**config.mk**
```make
export PLATFORM = sky130hd
export DESIGN_NAME = scc_sequencer
export DESIGN_NICKNAME = d
export VERILOG_FILES = /design/src/rtl/scc_sequencer.sv
export SDC_FILE = /design/constraint.sdc
export NUM_CORES = 1
export LEC_CHECK = 0
export BUFFER_PORTS_ARGS = -buffer_cell sky130_fd_sc_hd__buf_2
export CAP_MARGIN = 10
export CORE_MARGIN = 8
export CORE_UTILIZATION = 60
export CTS_CLUSTER_DIAMETER = 50
export CTS_CLUSTER_SIZE = 25
export DETAILED_ROUTE_END_ITERATION = 10
export GPL_TIMING_DRIVEN = 0
export PLACE_DENSITY = 0.85
export SLEW_MARGIN = 20
export SYNTH_ARGS = -nofsm -noshare
export SYNTH_HDL_FRONTEND = slang
export SYNTH_SLANG_ARGS = --single-unit
export TNS_END_PERCENT = 20
```
**constraint.sdc**
```tcl
create_clock -name clk -period 3.55 [get_ports clk]
set_input_delay 0 -clock clk [delete_from_list [all_inputs] [get_ports clk]]
set_output_delay 0 -clock clk [all_outputs]
set_load 0.01 [all_outputs]
```
**src/rtl/scc_sequencer.sv**
```systemverilog
// scc_sequencer: multi-cycle FETCH/DECODE/EXECUTE/MEM/WB control sequencer with PC, retire counter and fault detection
module scc_sequencer #(
    parameter logic [31:0] RESET_PC    = 32'h0000_0000,
    parameter int unsigned MEM_TIMEOUT = 15
) (
    input  logic        clk,
    input  logic        reset,
    input  logic        run,
    input  logic        in_mem_ready,
    output logic        in_mem_en,
    output logic [31:0] in_mem_addr,
    output logic        ir_load,
    input  logic        is_halt,
    input  logic        is_mem_op,
    input  logic        is_load,
    input  logic        wb_needed,
    input  logic        is_branch,
    input  logic        branch_taken,
    input  logic [31:0] branch_target,
    input  logic        data_ready,
    output logic        data_en,
    output logic        data_we,
    output logic        rf_we,
    output logic        halted,
    output logic        fault,
    output logic [31:0] instr_count,
    output logic [2:0]  state
);

    typedef enum logic [2:0] {
        IDLE    = 3'd0,
        FETCH   = 3'd1,
        DECODE  = 3'd2,
        EXECUTE = 3'd3,
        MEM     = 3'd4,
        WB      = 3'd5,
        HALT    = 3'd6
    } state_t;

    state_t      cur, nxt;
    logic [31:0] pc, wait_cnt, br_target;
    logic        br_take, retire, fault_set;
    logic        waiting, ready_now, timed_out, misaligned, take_now;
    logic [31:0] target_now;

    // FETCH and MEM are the only states that wait on a ready handshake
    assign waiting    = (cur == FETCH) || (cur == MEM);
    assign ready_now  = (cur == FETCH) ? in_mem_ready : data_ready;
    assign timed_out  = waiting && !ready_now && (MEM_TIMEOUT != 0) && (wait_cnt == MEM_TIMEOUT);
    assign misaligned = is_branch && branch_taken && (branch_target[1:0] != 2'b00);

    // A retire straight out of EXECUTE uses the live branch inputs; later retires use the latched decision
    assign take_now   = (cur == EXECUTE) ? (is_branch && branch_taken) : br_take;
    assign target_now = (cur == EXECUTE) ? branch_target : br_target;

    assign in_mem_en   = (cur == FETCH);
    assign in_mem_addr = pc;
    assign ir_load     = (cur == FETCH) && in_mem_ready;
    assign data_en     = (cur == MEM);
    assign data_we     = (cur == MEM) && !is_load;
    assign rf_we       = (cur == WB);
    assign halted      = (cur == HALT);
    assign state       = cur;

    // Next-state selection, retire detection and fault detection
    always_comb begin
        nxt       = cur;
        retire    = 1'b0;
        fault_set = 1'b0;
        case (cur)
            IDLE:    nxt = run ? FETCH : IDLE;
            FETCH: begin
                if (in_mem_ready) begin
                    nxt = DECODE;
                end else if (timed_out) begin
                    nxt       = HALT;
                    fault_set = 1'b1;
                end
            end
            DECODE:  nxt = is_halt ? HALT : EXECUTE;
            EXECUTE: begin
                if (misaligned) begin
                    nxt       = HALT;
                    fault_set = 1'b1;
                end else if (is_mem_op) begin
                    nxt = MEM;
                end else if (wb_needed) begin
                    nxt = WB;
                end else begin
                    retire = 1'b1;
                end
            end
            MEM: begin
                if (data_ready) begin
                    if (is_load) nxt = WB;
                    else retire = 1'b1;
                end else if (timed_out) begin
                    nxt       = HALT;
                    fault_set = 1'b1;
                end
            end
            WB:      retire = 1'b1;
            HALT:    nxt = HALT;
            default: nxt = IDLE;
        endcase
        if (retire) nxt = run ? FETCH : IDLE;
    end

    // State, PC, retire counter, wait counter, branch latch and sticky fault
    always_ff @(posedge clk or negedge reset) begin
        if (!reset) begin
            cur         <= IDLE;
            pc          <= RESET_PC;
            instr_count <= 32'd0;
            fault       <= 1'b0;
            wait_cnt    <= 32'd0;
            br_take     <= 1'b0;
            br_target   <= 32'd0;
        end else begin
            cur      <= nxt;
            wait_cnt <= (waiting && !ready_now && !timed_out) ? wait_cnt + 32'd1 : 32'd0;
            if (cur == EXECUTE) begin
                br_take   <= is_branch && branch_taken;
                br_target <= branch_target;
            end
            if (retire) begin
                pc          <= take_now ? target_now : pc + 32'd4;
                instr_count <= instr_count + 32'd1;
            end
            if (fault_set) fault <= 1'b1;
        end
    end

endmodule
```
Word level (Yosys, flattened, before mapping)
Cells that the tools add are included.
{ "totals": {"regBits": 133, "elab_cells": 61} }
{ "classes": {"n_addsub": 3, "n_eq_ne": 10, "n_mux": 27, "reduce_logical": 14} }
{ "ops": {"columns": ["cell", "count"], "rows": [
  ["two-way mux 32 bit", 3],
  ["adder 32 x 1 -> 32 bit (second input constant)", 2],
  ["adder 32 x 3 -> 32 bit (second input constant)", 1],
  ["equality test 32 x 4 -> 1 bit (second input constant)", 1],
  ["two-way mux 3 bit", 9],
  ["case mux 3 bit (7 select lines)", 1],
  ["two-way mux 1 bit", 12],
  ["equality test 3 bit (second input constant)", 3],
  ["logical AND 1 bit", 7],
  ["equality test 3 x 2 -> 1 bit (second input constant)", 2],
  ["case mux 1 bit (3 select lines)", 2],
  ["inequality test 5 bit (second input constant)", 1],
  ["inequality test 4 x 3 -> 1 bit (second input constant)", 1],
  ["equality test 3 x 1 -> 1 bit (second input constant)", 1],
  ["logical NOT 1 bit", 3],
  ["logical NOT 3 bit", 1],
  ["AND reduction 3 bit", 1],
  ["inequality test 2 x 1 -> 1 bit (second input constant)", 1],
  ["nonzero test 2 bit", 1],
  ["logical OR 1 bit", 1]
]} }

Logic depth before layout (Yosys ltp)
Gate-level depths: netlist (run 1).
{ "depth": {"depth_word": 9, "ltp_mapped": 9} }

Least setup slack after synthesis (run 1)
OpenSTA, ideal clock, no wires.
{ "synth_path": {"path_type": "register to register", "start": "register cur[2], in the netlist state[2]", "end": "register pc[29], in the netlist in_mem_addr[29]", "t_arrival_ns": 2.078, "setup_slack_ns": 1.351, "stages_incl_launch_ff": 10, "path_buffers": 4, "path_cell_list": "dfrtp_1 > buf_6 > nand3b_4 > or4_4 > and2_1 > buf_2 > buf_6 > clkbuf_1 > o21ai_0 > nand2_1"} }
{ "synth_via": {"elab_chain_cells": 3, "word_cells_on_any_way": 7, "classes_between": "eq/ne: 3; mux: 4"} }
{ "synth_lines": {"columns": ["item", "line", "source"], "rows": [
  ["start: declaration", "40", "state_t cur, nxt;"],
  ["start signal: assignment", "120", "cur <= nxt;"],
  ["equality test 3 x 2 -> 1 bit", "53, 54, 70", null],
  ["two-way mux 32 bit / two-way mux 1 bit (equally long branches)", null, null],
  ["two-way mux 32 bit", "127", "pc <= take_now ? target_now : pc + 32'd4;"],
  ["end signal: assignment", "127", null],
  ["end: declaration", "41", "logic [31:0] pc, wait_cnt, br_target;"]
]} }
Several ways; a longest one is shown, not always the timed one.
A chain may end at the register's enable or synchronous reset.

Worst setup path after layout (run 1)
{ "layout_path": {"start": "register pc[16], in the netlist in_mem_addr[16]", "end": "register pc[28], in the netlist in_mem_addr[28]"} }
{ "layout_via": {"elab_chain_cells": 2} }
{ "layout_lines": {"columns": ["item", "line"], "rows": [
  ["adder 32 x 3 -> 32 bit", "127"],
  ["two-way mux 32 bit", "127"]
]} }
Every way passes these cells.

==> summary.md, run 1 <==
| Metric | Value |
|---|---|
| Register Area | `roughly 3300 µm²` |
| GR Layer Usage met3 | `0.07692` |
| Setup_tns | `0 ns` |
| Worst Path Arrival | `around 3.1 ns` |
| Sw frac | `0.3765` |
| Clock Path Buffers | `2` |
| Crit-path max FO | `10` |
| IO buf count | `~120` |
| RSZ-0062 raised after global routing | `no` |
| NetSw | `~2.4 mW` |
| Initial drt markers | `533` |
| DRC violations left | `0` |
| Largest net degree at the start of global routing | `about 100` |
| Critical Path Source | `in_mem_addr[16]$_DFFE_PN0P_` |
| P_int | `between 3 and 4 mW` |
| CTS Root Cell | `clkbuf_8` |
| Starting Density | `0.6094` |
| CTS tree | `yes` |
| Final hold vios | `32` |
| Core area | `10700 µm²` |
| First-pass GRT wire length | `roughly 32000 µm` |
| Reg2reg setup slack | `around 0.83 ns` |
| Post-synth EDFFs | `0` |
| Commonest cells after routing, fill and taps aside | `dfrtp_1 (133), buf_2 (118), a21oi_1 (53)` |
| Later-pin clock latency in the skew report | `0.54 ns` |
| WS Path Type | `reg -> reg` |
| Mapped cell area | `~6500 µm²` |
| Syn Inst Count | `around 640` |
| Worst Hold Class | `in -> async` |
| Top cell type's share of synthesized area | `0.5106` |
| Vias per std cell | `between 6 and 7` |
| Max cap viols | `0` |
| I/O pins | `between 100 and 150` |
| Grt total ovfl | `0` |
| Placer Congestion | `0.8988` |
| Static Leakage | `approximately 3.8 nW` |
| Layout Skew | `~0.009 ns` |
| HPWL Detailed | `approximately 13000 µm` |
| Layout Nets | `858` |
| Yosys cell types | `56` |
| WL/cell | `20.25 µm` |
| Most common cell after layout, fill and taps aside | `dfrtp_1` |
| Post-synth top flop | `dfrtp_1` |
| Max rail drop VDD | `0.4055 mV` |
| Syn nets | `slightly below 700` |
| H-tree Lvls | `4` |
| WP data required | `around 4.0 ns` |
| Post-synthesis sequential area ratio | `0.5106` |
| Min Tclk post-route | `between 2 and 3 ns` |
| GR peak layer | `met2` |
| Fin. max-slew vios | `0` |
| Comb pwr share | `0.350` |
| Synth top area cells | `dfrtp_1 (51%), mux2_2 (5.9%), a21oi_1 (4.1%), xor2_1 (4.0%), xnor2_1 (3.2%)` |
| Resize count post-CTS | `0` |
| Violated checks | `hold timing` |
| Yosys warns | `0` |
| DRT Pass-1 Iters | `5` |
| Final wirelength | `19550 µm` |
| Layout cells sized above 1 | `0.2427` |
| Met1 Track Usage GR | `0.3379` |
| GRT Overall Usage | `0.2772` |
| Worst-Margin Slew | `0.9677 ns` |
| Clock Power Share | `0.278` |
| Fmax | `roughly 0.37 GHz` |
| Final setup viols | `0` |
| CTS clk-pin slew, worst paths | `approximately 0.06 ns` |
| Crit. End Element | `flip-flop` |
| Width of the chip | `between 100 and 150 µm` |
| CTS buffer count | `17` |
| Post-route ant nets | `0` |
| Vias in the first global route | `around 6.4k` |
| CP Launch Type | `flip-flop` |
| Status | `finished, violations left` |
| Initial antenna violation count | `0` |
| Period utilization | `0.7653` |
| Die area | `~14000 µm²` |
| # fillers | `approximately 700` |
| Die H | `120.2 µm` |
| Pwr dens | `around 760 nW/µm²` |
| Vias | `around 6.1k` |
| Post-synthesis average cell area | `roughly 10 µm²` |
| Async SR Flop Fraction | `1.000` |
| Met2 usage | `0.4436` |
| FF+latch count, synth | `roughly 130` |
| FP Rows | `38` |
| Reg2reg start | `in_mem_addr[16]$_DFFE_PN0P_` |
| Footprint of the multi-input gates | `2999 µm²` |
| P&R area growth vs syn | `26.93%` |
| Sequential power share | `0.371` |
| CTS Sinks | `approximately 130` |
| Area leader, netlist | `dfrtp_1` |
| Slew margin rel. | `0.3495` |
| Final hold slack | `-0.01465 ns` |
| Reg2Reg Depth | `5` |
-- power by group through the flow --
stage | Sequential [mW] | Clock (mW) | Combinational (mW)
detailed placement | 2.32 | 0 | 2.08
CTS | 2.30 | 1.73 | 2.14
finish | 2.33 | 1.74 | 2.19
global placement | 2.29 | 0 | 2.00
global route | 2.37 | 1.80 | 2.36
floorplan | 2.33 | 0 | 1.22
-- worst paths after layout --
path                                                     to
worst max-delay path            in_mem_addr[28]$_DFFE_PN0P_
worst min register to register            fault$_DFFE_PN0P_
min in group clk                 instr_count[6]$_DFFE_PN0P_
worst min-delay path                 wait_cnt[27]$_DFF_PN0_
max in group asynchronous            br_target[1]$_DFF_PN0_
worst max register to register  in_mem_addr[28]$_DFFE_PN0P_
-- cell usage after synthesis, drive strengths merged, types with 3 or more instances --
master   instances
a31o             4
mux2            34
nand3           33
mux2i            5
inv             16
and3            10
o22ai           13
nor3             9
ha               3
nor2b            4
and4             8
xor2            30
nor4            17
a21oi           53
clkbuf          20
o21ai           29
nand2           46
nand4           30
a2bb2oi          3
buf             10
nand2b           5
dfrtp          133
nor2            49
nor3b            4
xnor2           24
or3              8
and2             8
-- cell type report --
cell class,instances,share of cell area
Buffer,30,0.01588
Tap cell,140,0.02117
Sequential cell,133,0.4022
Multi-Input combinational cell,460,0.3625
Inverter,16,0.007258
Clock buffer,21,0.05429
Clock inverter,10,0.01573
Timing Repair Buffer,154,0.1207
Antenna cell,1,0.0003024
-- repair_timing --
| item | CTS | global route |
|---|---|---|
| setup buffers | 0 | 0 |
| hold endpoints to repair | 189 | 0 |
| hold buffers | 37 | 0 |
-- critical path, stage by stage (launching register included) --
cell     delay, ns
dfrtp_1       0.52
nand4_1       0.24
nor4_2        0.90
nand2_1       0.34
o41ai_1       0.45
nor3_1        0.12
-- state kept, by name (all words and copies together), names as in the netlist --
| register | flops |
|---|---|
| br_take | 1 |
| fault | 1 |
| wait_cnt | 32 |
| state | 3 |
| in_mem_addr | 32 |
| br_target | 32 |
| instr_count | 32 |
-- per-layer routing --
metal,share of wire,vias to the layer above
li1,-,2660
met1,0.39,2954
met2,0.48,383
met3,0.090,92
met4,0.040,0
met5,0,-
-- logic make-up (layout without fill, tap and decap cells) --
group | Yosys count | in the layout | synth area share
flip-flops | 133 | 133 | 0.5106
other | 0 | 1 | 0
multiplexers | 39 | 39 | 0.06641
buffers and inverters | 46 | 231 | 0.02937
adder cells (fa/ha/maj) | 3 | 3 | 0.005759
AO/OA/AOI/OAI | 126 | 126 | 0.1175
XOR/XNOR | 54 | 54 | 0.07255
AND/OR/NAND/NOR | 238 | 238 | 0.1979
-- per-stage QoR --
| stage | utilization | instances | instance area [µm²] | setup slack, ns | power [mW] |
|---|---|---|---|---|---|
| after floorplan | - | 639 | 6519 | 1.351 | 3.555 |
| after global placement | 0.6800 | 895 | 7274 | 0.7898 | 4.281 |
| after detailed placement | 0.6835 | 896 | 7312 | 0.9944 | 4.398 |
| after CTS | 0.7732 | 964 | 8272 | 0.9454 | 6.178 |
| after global routing | 0.7732 | 964 | 8272 | 0.7181 | 6.530 |
| final | 0.7735 | 965 | 8274 | 0.8332 | 6.261 |
Power figures use the tool's default switching activity.
==> run 2, diff against run 1 <==
CORE_UTILIZATION = 56   (was 60)
PLACE_DENSITY = 0.8   (was 0.85)
clock period = 2.65 ns   (was 3.55 ns; I/O delays follow)
==> run 2 against run 1 <==
Effect of this change: largest cell class unchanged; highest routed layer unchanged; the run now ends clean; sequential share of layout area is 0.69 points lower; sequential power is 33% higher; hold slack better by 0.12 ns; critical path depth is 2 higher; non-clock buffer count is 1 lower; setup slack worse by 0.73 ns; cell count is 0.21% higher.
==> summary.md, run 2 (synthesis gave the netlist of run 1 again) <==
| Metric | Value |
|---|---|
| I/O pins | `117 (unchanged)` |
| Pwr dens | `1059 nW/µm² (+40%)` |
| Later-pin clock latency in the skew report | `0.43 ns (-0.11 ns)` |
| Core area | `11370 µm² (+6.3%)` |
| CTS clk-pin slew, worst paths | `0.06 ns (about the same)` |
| Layout Skew | `0.007128 ns (-0.001752 ns)` |
| WHS Path Cells | `4` |
| Period utilization | `0.9592 (+0.1939)` |
| Post-route ant nets | `0 (unchanged)` |
| Fin. max-slew vios | `0 (unchanged)` |
| WL/cell | `19.81 µm (-2.2%)` |
| Grt total ovfl | `0 (unchanged)` |
| DP Area | `7316 µm² (about the same)` |
| CTS tree | `yes` |
| GRT Overall Usage | `0.2559 (-0.02137)` |
| Worst-Margin Slew | `0.8224 ns (-0.1454 ns)` |
| Die H | `123.9 µm (+3.0%)` |
| Initial antenna violation count | `0 (unchanged)` |
| IO buf count | `116 (unchanged)` |
| Reg2Reg Depth | `7 (+2)` |
| Clock Path Buffers | `2 (unchanged)` |
| Crit. End Element | `flip-flop` |
| Most common cell after layout, fill and taps aside | `dfrtp_1` |
| Slew margin rel. | `0.4518 (+0.1023)` |
| WP data required | `3.00 ns (-0.96 ns)` |
| Final setup viols | `0 (unchanged)` |
| CP most frequent cell | `a21oi_1` |
| CTS Root Cell | `clkbuf_16` |
| Clock Power Share | `0.325 (+0.047)` |
| Post-CTS setup buffer count | `0 (unchanged)` |
| Final hold vios | `0 (-100%)` |
| Final Non-Filler Cells | `967 (+0.21%)` |
| Reg2reg start | `state[2]$_DFFE_PN0P_` |
| P&R area growth vs syn | `29.16%` |
| WS Path Type | `reg -> reg` |
| First-pass GRT wire length | `30530 µm (-4.6%)` |
| HPWL Detailed | `12780 µm (-2.3%)` |
| Fin util | `0.7405 (-0.03294)` |
| Min-Delay Endpoint | `state[1]$_DFFE_PN0P_` |
| Placed Cells | `899 (+0.33%)` |
| Sw frac | `0.3529 (-0.02370)` |
| Static Leakage | `3.837 nW (+2.3%)` |
| Reg2reg setup slack | `0.11 ns (-0.73 ns)` |
| CTS buffer count | `17 (unchanged)` |
| FP Rows | `39 (+2.6%)` |
| Final wirelength | `19160 µm (-2.0%)` |
| Die area | `15350 µm² (+6.2%)` |
| Width of the chip | `123.9 µm (+3.0%)` |
| Starting Density | `0.5733 (-0.03601)` |
| CTS Sinks | `133 (unchanged)` |
| RR Endpoint | `in_mem_addr[30]$_DFFE_PN0P_` |
| Critical-path top delay cell | `clkbuf_1` |
| Comb pwr share | `0.328 (-0.022)` |
| Layout cells sized above 1 | `0.2512 (+0.008495)` |
| Worst Path Arrival | `2.89 ns (-0.23 ns)` |
| Buffers plus inverters on the worst setup path | `2 (+2)` |
| Cell area after layout | `8419 µm² (+1.8%)` |
| Layout Nets | `857 (-0.12%)` |
| RSZ-0062 raised after global routing | `no` |
| Commonest cells after routing, fill and taps aside | `dfrtp_1 (133), buf_2 (118), a21oi_1 (53)` |
| Max rail drop VDD | `0.7198 mV (+78%)` |
| Max cap viols | `0 (unchanged)` |
| Initial drt markers | `668 (+25%)` |
| Largest net degree at the start of global routing | `79 (-23%)` |
| Fmax | `0.3934 GHz (+6.9%)` |
| Placer Congestion | `0.8914 (-0.82%)` |
| Worst path top cell family by delay | `simple AND/OR/NAND/NOR gates` |
| Critical Path Source | `state[2]$_DFFE_PN0P_` |
| DRC violations left | `0 (unchanged)` |
| Worst Hold Class | `in -> reg` |
| Vias per std cell | `6.195 (-1.8%)` |
| N_diodes | `0 (-1)` |
| Status | `finished clean` |
| DRT Pass-1 Iters | `6 (+1)` |
| H-tree Lvls | `4 (unchanged)` |
| NetSw | `3.146 mW (+33%)` |
| Vias in the first global route | `6201 (-2.4%)` |
| Vias | `5991 (-1.6%)` |
| Min Tclk post-route | `2.542 ns (-0.1749 ns)` |
| P_int | `5.769 mW (+48%)` |
| Total power | `8.915 mW (+42%)` |
| Critical path's largest stage delay | `0.59 ns (-0.31 ns)` |
| Cell Chain, Critical Path | `buf_6 > nand3b_4 > or4_4 > nand2_1 > clkbuf_1 > a21oi_1 > a21oi_1` |
| Crit-path max FO | `10 (unchanged)` |
| Hold path startpoint | `data_ready` |
| CP Launch Type | `flip-flop` |
| Sequential power share | `0.347 (-0.024)` |
[run 2: cell types whose count changed in the layout (fill, tap and decap cells not counted)]
cell | previous run | this run
clkbuf_1 | 22 | 15
bufinv_16 | 3 | 8
clkbuf_2 | 0 | 5
clkinv_2 | 5 | 2
clkinv_4 | 0 | 2
buf_12 | 1 | 0
clkbuf_16 | 16 | 17
clkbuf_8 | 3 | 2
clkinvlp_4 | 2 | 1
diode_2 | 1 | 0
nor4_2 | 3 | 2
nor4_4 | 1 | 2
o21ai_0 | 28 | 27
o21ai_1 | 1 | 2
[run 2: what timing repair did]
item / in CTS / in global routing
hold buffers: 36 / 0
setup endpoints to repair: 0 / 22
hold endpoints to repair: 113 / 0
gates resized for setup: 0 / 12
[run 2: cell type report]
cell class / instances / area [µm²]
Multi-Input combinational cell: 460 / 3008
Timing Repair Buffer: 153 / 978.4
Buffer: 30 / 137.6
Clock inverter: 13 / 275.3
Clock buffer: 19 / 452.9
Fill cell: 748 / 2950
Sequential cell: 133 / 3328
Tap cell: 143 / 178.9
Inverter: 16 / 60.06
[run 2: worst max-delay path by stage]
stage	endpoint	slack (ns)	cells past startpoint
floorplan	in_mem_addr[29]$_DFFE_PN0P_	0.45	9
global placement	instr_count[21]$_DFFE_PN0P_	-0.13	1
detailed placement	in_mem_addr[29]$_DFFE_PN0P_	0.07	9
CTS	in_mem_addr[29]$_DFFE_PN0P_	0.05	9
global route	wait_cnt[31]$_DFF_PN0_	0.002	5
finish	in_mem_addr[30]$_DFFE_PN0P_	0.11	7
[run 2: per-stage QoR]
stage / worst slack [ns] / setup TNS, ns / hold WS [ns]
6_report: 0.1081 / 0 / 0.1006
5_1_grt: 0.001761 / 0 / 0.1585
4_1_cts: 0.04825 / 0 / 0.08997
3_5_place_dp: 0.07412 / 0 / 0.02131
3_3_place_gp: -0.1346 / -16.85 / 0.2349
2_1_floorplan: 0.4511 / 0 / -0.2956
[run 2: per-layer routing]
metal,GRT usage,wire [µm],vias up
met5,0,0,-
met4,0.1234,571,0
met3,0.08114,1720,64
met2,0.4034,9163,321
met1,0.3144,7700,2937
li1,-,-,2669
[run 2: worst reg2reg max path: stages, from the launching register on]
cell	delay, ns
dfrtp_1	0.39
buf_6	0.14
nand3b_4	0.26
or4_4	0.56
nand2_1	0.17
clkbuf_1	0.59
a21oi_1	0.19
a21oi_1	0.17
[run 2: power groups by stage]
stage | clock, mW | combinational (mW) | sequential, mW
floorplan | 0 | 1.64 | 3.13
global placement | 0 | 2.68 | 3.07
detailed placement | 0 | 2.78 | 3.09
CTS | 2.91 | 2.86 | 3.07
global route | 2.99 | 3.16 | 3.16
finish | 2.90 | 2.92 | 3.10
